## src/rtl/uart_cmd_parser.sv

```systemverilog
// Byte-oriented command parser between a UART and a simple memory bus.
// Frames: 0x57 addr data (write, answered 0x4B) and 0x52 addr (read, answered with the data).
module uart_cmd_parser #(
    parameter int ADDR_WIDTH     = 8,
    parameter int TIMEOUT_CYCLES = 500000
) (
    input  logic                  clk,
    input  logic                  rst,
    input  logic [7:0]            rx_data,
    input  logic                  rx_done,
    output logic [7:0]            tx_data,
    output logic                  tx_en,
    input  logic                  tx_busy,
    input  logic                  tx_done,
    output logic [ADDR_WIDTH-1:0] mem_addr,
    output logic [7:0]            mem_wdata,
    output logic                  mem_we,
    output logic                  mem_re,
    input  logic [7:0]            mem_rdata,
    output logic                  busy,
    output logic                  err
);

    localparam int         CNT_W   = $clog2(TIMEOUT_CYCLES + 1);
    localparam logic [CNT_W-1:0] TO_LAST = CNT_W'(TIMEOUT_CYCLES - 1);
    localparam logic [7:0] OP_WR   = 8'h57;
    localparam logic [7:0] OP_RD   = 8'h52;
    localparam logic [7:0] RSP_ACK = 8'h4B;
    localparam logic [7:0] RSP_NAK = 8'h3F;

    typedef enum logic [2:0] {
        IDLE,
        GET_ADDR,
        GET_DATA,
        BUS_WR,
        BUS_RD,
        RD_WAIT,
        SEND,
        WAIT_TX
    } state_t;

    state_t                  state_q;
    logic                    opc_wr_q;
    logic [CNT_W-1:0]        cnt_q;
    logic [7:0]              tx_data_q;
    logic [ADDR_WIDTH-1:0]   mem_addr_q;
    logic [7:0]              mem_wdata_q;
    logic                    mem_we_q;
    logic                    mem_re_q;
    logic                    err_q;
    logic                    waiting_byte;
    logic                    timeout;

    assign waiting_byte = (state_q == GET_ADDR) || (state_q == GET_DATA);
    // A byte landing in the last allowed cycle wins over the timeout.
    assign timeout      = waiting_byte && !rx_done && (cnt_q == TO_LAST);

    always_ff @(posedge clk or posedge rst) begin
        if (rst) begin
            state_q     <= IDLE;
            opc_wr_q    <= 1'b0;
            cnt_q       <= '0;
            tx_data_q   <= '0;
            mem_addr_q  <= '0;
            mem_wdata_q <= '0;
            mem_we_q    <= 1'b0;
            mem_re_q    <= 1'b0;
            err_q       <= 1'b0;
        end else begin
            mem_we_q <= 1'b0;
            mem_re_q <= 1'b0;
            err_q    <= 1'b0;
            case (state_q)
                IDLE: begin
                    if (rx_done) begin
                        if (rx_data == OP_WR || rx_data == OP_RD) begin
                            opc_wr_q <= (rx_data == OP_WR);
                            cnt_q    <= '0;
                            state_q  <= GET_ADDR;
                        end else begin
                            tx_data_q <= RSP_NAK;
                            err_q     <= 1'b1;
                            state_q   <= SEND;
                        end
                    end
                end
                GET_ADDR: begin
                    if (rx_done) begin
                        mem_addr_q <= ADDR_WIDTH'(rx_data);
                        cnt_q      <= '0;
                        if (opc_wr_q) begin
                            state_q <= GET_DATA;
                        end else begin
                            mem_re_q <= 1'b1;
                            state_q  <= BUS_RD;
                        end
                    end else if (timeout) begin
                        cnt_q   <= '0;
                        state_q <= IDLE;
                    end else begin
                        cnt_q <= cnt_q + 1'b1;
                    end
                end
                GET_DATA: begin
                    if (rx_done) begin
                        mem_wdata_q <= rx_data;
                        cnt_q       <= '0;
                        mem_we_q    <= 1'b1;
                        state_q     <= BUS_WR;
                    end else if (timeout) begin
                        cnt_q   <= '0;
                        state_q <= IDLE;
                    end else begin
                        cnt_q <= cnt_q + 1'b1;
                    end
                end
                BUS_WR: begin
                    tx_data_q <= RSP_ACK;
                    state_q   <= SEND;
                end
                BUS_RD: begin
                    state_q <= RD_WAIT;
                end
                RD_WAIT: begin
                    tx_data_q <= mem_rdata;
                    state_q   <= SEND;
                end
                SEND: begin
                    if (!tx_busy) begin
                        state_q <= WAIT_TX;
                    end
                end
                WAIT_TX: begin
                    if (tx_done) begin
                        state_q <= IDLE;
                    end
                end
                default: begin
                    state_q <= IDLE;
                end
            endcase
            // Bytes arriving while a command is executing are discarded.
            if (rx_done && !(state_q inside {IDLE, GET_ADDR, GET_DATA})) begin
                err_q <= 1'b1;
            end
        end
    end

    // tx_en is decoded from SEND so the response leaves in the SEND cycle itself.
    assign tx_en     = (state_q == SEND) && !tx_busy;
    assign tx_data   = tx_data_q;
    assign mem_addr  = mem_addr_q;
    assign mem_wdata = mem_wdata_q;
    assign mem_we    = mem_we_q;
    assign mem_re    = mem_re_q;
    assign busy      = (state_q != IDLE);
    assign err       = err_q | timeout;

endmodule
```

## config.mk

```make
export PLATFORM = sky130hd
export DESIGN_NAME = uart_cmd_parser
export DESIGN_NICKNAME = d
export VERILOG_FILES = /design/src/rtl/uart_cmd_parser.sv
export SDC_FILE = /design/constraint.sdc
export NUM_CORES = 1
export LEC_CHECK = 0
export BUFFER_PORTS_ARGS = -buffer_cell sky130_fd_sc_hd__buf_2
export CAP_MARGIN = 0
export CORE_MARGIN = 1.5
export CORE_UTILIZATION = 59
export DETAILED_ROUTE_END_ITERATION = 8
export PLACE_DENSITY = 0.85
export SLEW_MARGIN = 5
export SYNTH_ARGS = -nofsm -noshare
export SYNTH_HDL_FRONTEND = slang
export SYNTH_SLANG_ARGS = --single-unit
```

## constraint.sdc

```tcl
create_clock -name clk -period 3.3 [get_ports clk]
set_input_delay 0.33 -clock clk [delete_from_list [all_inputs] [get_ports clk]]
set_output_delay 0.33 -clock clk [all_outputs]
set_load 0.005 [all_outputs]
```

==> flow_summary_export.csv <==
group,metric,value,unit
routing,drt_wl_total,5340,µm
critical_path,cp-start-kind,"register",
sta,clock.fmax,0.440,GHz
yosys,yosys.area_share.adder,0.492,%
critical_path,path_class,"register to output pin",
clock_network,ctsResizeCount,0,
sta,period_share,68.8,%
clock_network,hold_buffers,0,
placement,numPortBuffers,49,
routing,num_vias,2044,
power_and_ir_drop,clkPwrFrac,18.5,%
yosys,ys_warn_count,0,
power_and_ir_drop,peakVddDrop,464,µV
power_and_ir_drop,switching_share,36.2,%
placement,dp.cells,343,
yosys,synth-xor-area-share,0.688,%
clock_network,numCtsBuffers,5,
global_routing,grt_pass1_wl,8510,µm
critical_path,critPathRequiredTime,2.97,ns
sta,rsz0062_at_grt,"false",
final_layout,fin_nets,322,
clock_network,cts_tree,"done",
sta,finalCriticalPeriod,2.27,ns
sta,worst_pin_slew,1.04,ns
sta,relSlewSlack,30.4,%
yosys,synth_top_cell_area_share,49.2,%
floorplan,rows,23,
placement,finalWeightedCongestion,0.925,
global_routing,grt_overflow,0,
sta,setup_tns,0,ns
yosys,ys_async_sr_fraction,100,%
floorplan,die_area,4720,µm²
yosys,synth_compound_area_share,16.4,%
yosys,yosysSeqAreaShare,49.2,%
power_and_ir_drop,pwr_density_cell,721,nW/µm²
run,maxCapViolCount,0,
sta,drv_slew,0,
floorplan,num_io_pins,50,
yosys,synthSimpleGateAreaFrac,20.6,%
yosys,ys_types,50,
routing,final_antenna_net_count,0,
global_routing,grt_max_degree,51,
routing,drt_iter0_markers,272,
yosys,synth_top_area_cell,"dfrtp_1",
placement,dp_worst_setup_slack,1.09,ns
global_routing,track_usage,24.1,%
routing,dr.pass1.iters,4,
final_layout,drive_above_1_share,28.6,%
clock_network,clkLatencyLatePin,0.31,ns
power_and_ir_drop,switchingPower,760,µW
yosys,synth_nets,275,
global_routing,antenna_found_initial,0,
routing,drc,0,
routing,viasPerCell,5.82,
yosys,synthCells,253,
power_and_ir_drop,seqPwrFrac,45.5,%
critical_path,critPathMaxFanout,5,
sta,fin_ws,1.03,ns
floorplan,die_x,68.7,µm
critical_path,worst-endpoint-arrival,1.94,ns
critical_path,rrSetupSlack,1.05,ns
clock_network,clock-root-buffer,"clkbuf_8",
yosys,syn_area_per_cell,10.1,µm²
clock_network,cts.sinks,50,
min_path,hold_class,"primary input to register",
yosys,synth-seq-cells,50,
floorplan,core,4090,µm²
final_layout,syn_to_final_growth,14.5,%
yosys,synth_mux_area_share,9.10,%
outcome,status,"finished clean",
yosys,ys_top_cells_by_area,"dfrtp_1 49%, mux2_2 7.5%, a21oi_1 3.9%",
power_and_ir_drop,internal_power,1340,µW
yosys,synth_edf_count,0,
sta,skew,0.0118,ns
clock_network,post_cts_buffers,0,
floorplan,die_h,68.7,µm
critical_path,critPathCaptureType,"output pin",
sta,finalSetupViolations,0,
final_layout,antenna_cells,0,
routing,wl_per_cell,15.2,µm
global_routing,grt_pass1_vias,1829,
yosys,syn_area,2540,µm²
final_layout,stdcell_count,351,
clock_network,htreeDepth,2,
clock_network,clkTransAtPathRegs,0.11,ns
floorplan,initial_core_util,62.3,%
placement,hpwl,3850,µm
clock_network,clock_path_buffers,2,
sta,hold_violations,0,
power_and_ir_drop,leakage,0.00133,µW
yosys,synth_ff_type,"dfrtp_1",
yosys,synth_top_family_by_area,"simple AND/OR/NAND/NOR gates",
power_and_ir_drop,p_comb_share,36.1,%
-- synthesized netlist by cell type (2+ instances only) --
cell	number
or3_1	2
nand3_1	17
o21ai_1	3
nor3_1	6
a21oi_1	20
mux2i_1	4
clkbuf_1	6
and2_1	2
nor2b_1	5
nand2_1	16
a21o_1	7
o21ai_0	11
dfrtp_1	50
o22ai_1	2
nor2_1	15
nand2b_1	6
xnor2_1	2
nor4_1	3
and3_1	4
nand3b_1	3
nor3b_1	2
buf_2	4
nor2_2	2
inv_1	11
nand3_2	2
a31oi_1	4
mux2_2	17
a22o_1	2
nand4bb_1	2
o22a_1	3
-- final cells by class --
| cell class | instances | area (µm²) |
|---|---|---|
| sequential | 50 | 1250 |
| multi-input combinational | 181 | 1200 |
| fill | 304 | 1170 |
| timing repair buffer | 51 | 260 |
| clock buffer | 5 | 68.8 |
| tap | 50 | 62.6 |
| inverter | 11 | 41.3 |
| clock inverter | 3 | 26.3 |
-- logic make-up after synthesis --
| family | count (synthesis) |
|---|---|
| AOI/OAI and AO/OA | 63 |
| xor gates and xnor gates | 2 |
| and+or+nand+nor | 94 |
| adders and majority gates | 1 |
| buffers and inverters | 22 |
| muxes | 21 |
| DFF | 50 |
-- layout by cell type, fill, tap and decap left out, types with 2 or more instances in the layout --
cell / count
nand2b_1: 6
and3_1: 4
o21ai_0: 11
dfrtp_1: 50
mux2i_1: 4
nand3_2: 2
mux2_2: 17
nor2b_1: 5
nor4_1: 3
buf_4: 2
buf_2: 49
nand4bb_1: 2
a21oi_1: 20
inv_1: 10
xnor2_1: 2
nor2_1: 15
o22a_1: 3
nand2_1: 16
nor3_1: 6
nand3_1: 17
clkbuf_8: 5
nor2_2: 2
a31oi_1: 4
and2_1: 2
nand3b_1: 3
o21ai_1: 3
o22ai_1: 2
inv_6: 3
or3_1: 2
nor3b_1: 2
a21o_1: 7
a22o_1: 2
-- power by group through the flow --
stage	Combinational (µW)	Sequential (µW)	Clock [µW]
2_1_floorplan	539	913	0
6_report	758	955	388
3_5_place_dp	763	962	0
5_1_grt	851	983	416
4_1_cts	766	954	388
3_3_place_gp	731	949	0
-- critical path, cell delays in order, from the launching register on --
cell      delay [ns]
dfrtp_1         0.44
ha_1            0.25
nor4bb_1        0.28
and3_1          0.25
nand2_1         0.11
o21bai_1        0.18
buf_2           0.14
-- sequential cells by signal, summed over array words and instances (netlist names) --
signal     flops
mem_re         1
state_q        3
err_q          1
opc_wr_q       1
tx_data        8
cnt_q         19
mem_wdata      8
mem_we         1
mem_addr       8
-- routing by layer --
metal / share of wire [%] / vias to the layer above / track usage, %
li1: - / 1004 / -
met1: 48 / 982 / 34.4
met2: 47 / 54 / 36.5
met3: 5.0 / 4 / 6.66
met4: 0.71 / 0 / 5.50
met5: 0 / - / 0
-- worst paths after layout --
| path | start | to | depth (start not counted) |
|---|---|---|---|
| min reg2reg | tx_data[3] | tx_data[3] | 1 |
| min | mem_rdata[0] | tx_data[0] | 2 |
| max in group asynchronous | rst | tx_data[2] | 2 |
| max reg2reg | state_q[0] | cnt_q[13] | 7 |
| max | cnt_q[0] | err | 6 |
| min in group asynchronous | rst | mem_addr[3] | 2 |
-- metrics by stage --
stage | total power (µW) | instance area [µm²] | hold slack, ns | utilization [%]
5_1_grt | 2250 | 2910 | 0.244 | 71.3
2_1_floorplan | 1450 | 2540 | 0.439 | -
3_5_place_dp | 1730 | 2820 | 0.473 | 69.0
4_1_cts | 2110 | 2910 | 0.251 | 71.3
6_report | 2100 | 2910 | 0.253 | 71.3
3_3_place_gp | 1680 | 2820 | 0.466 | 69.0
Power figures use the tool's default switching activity.
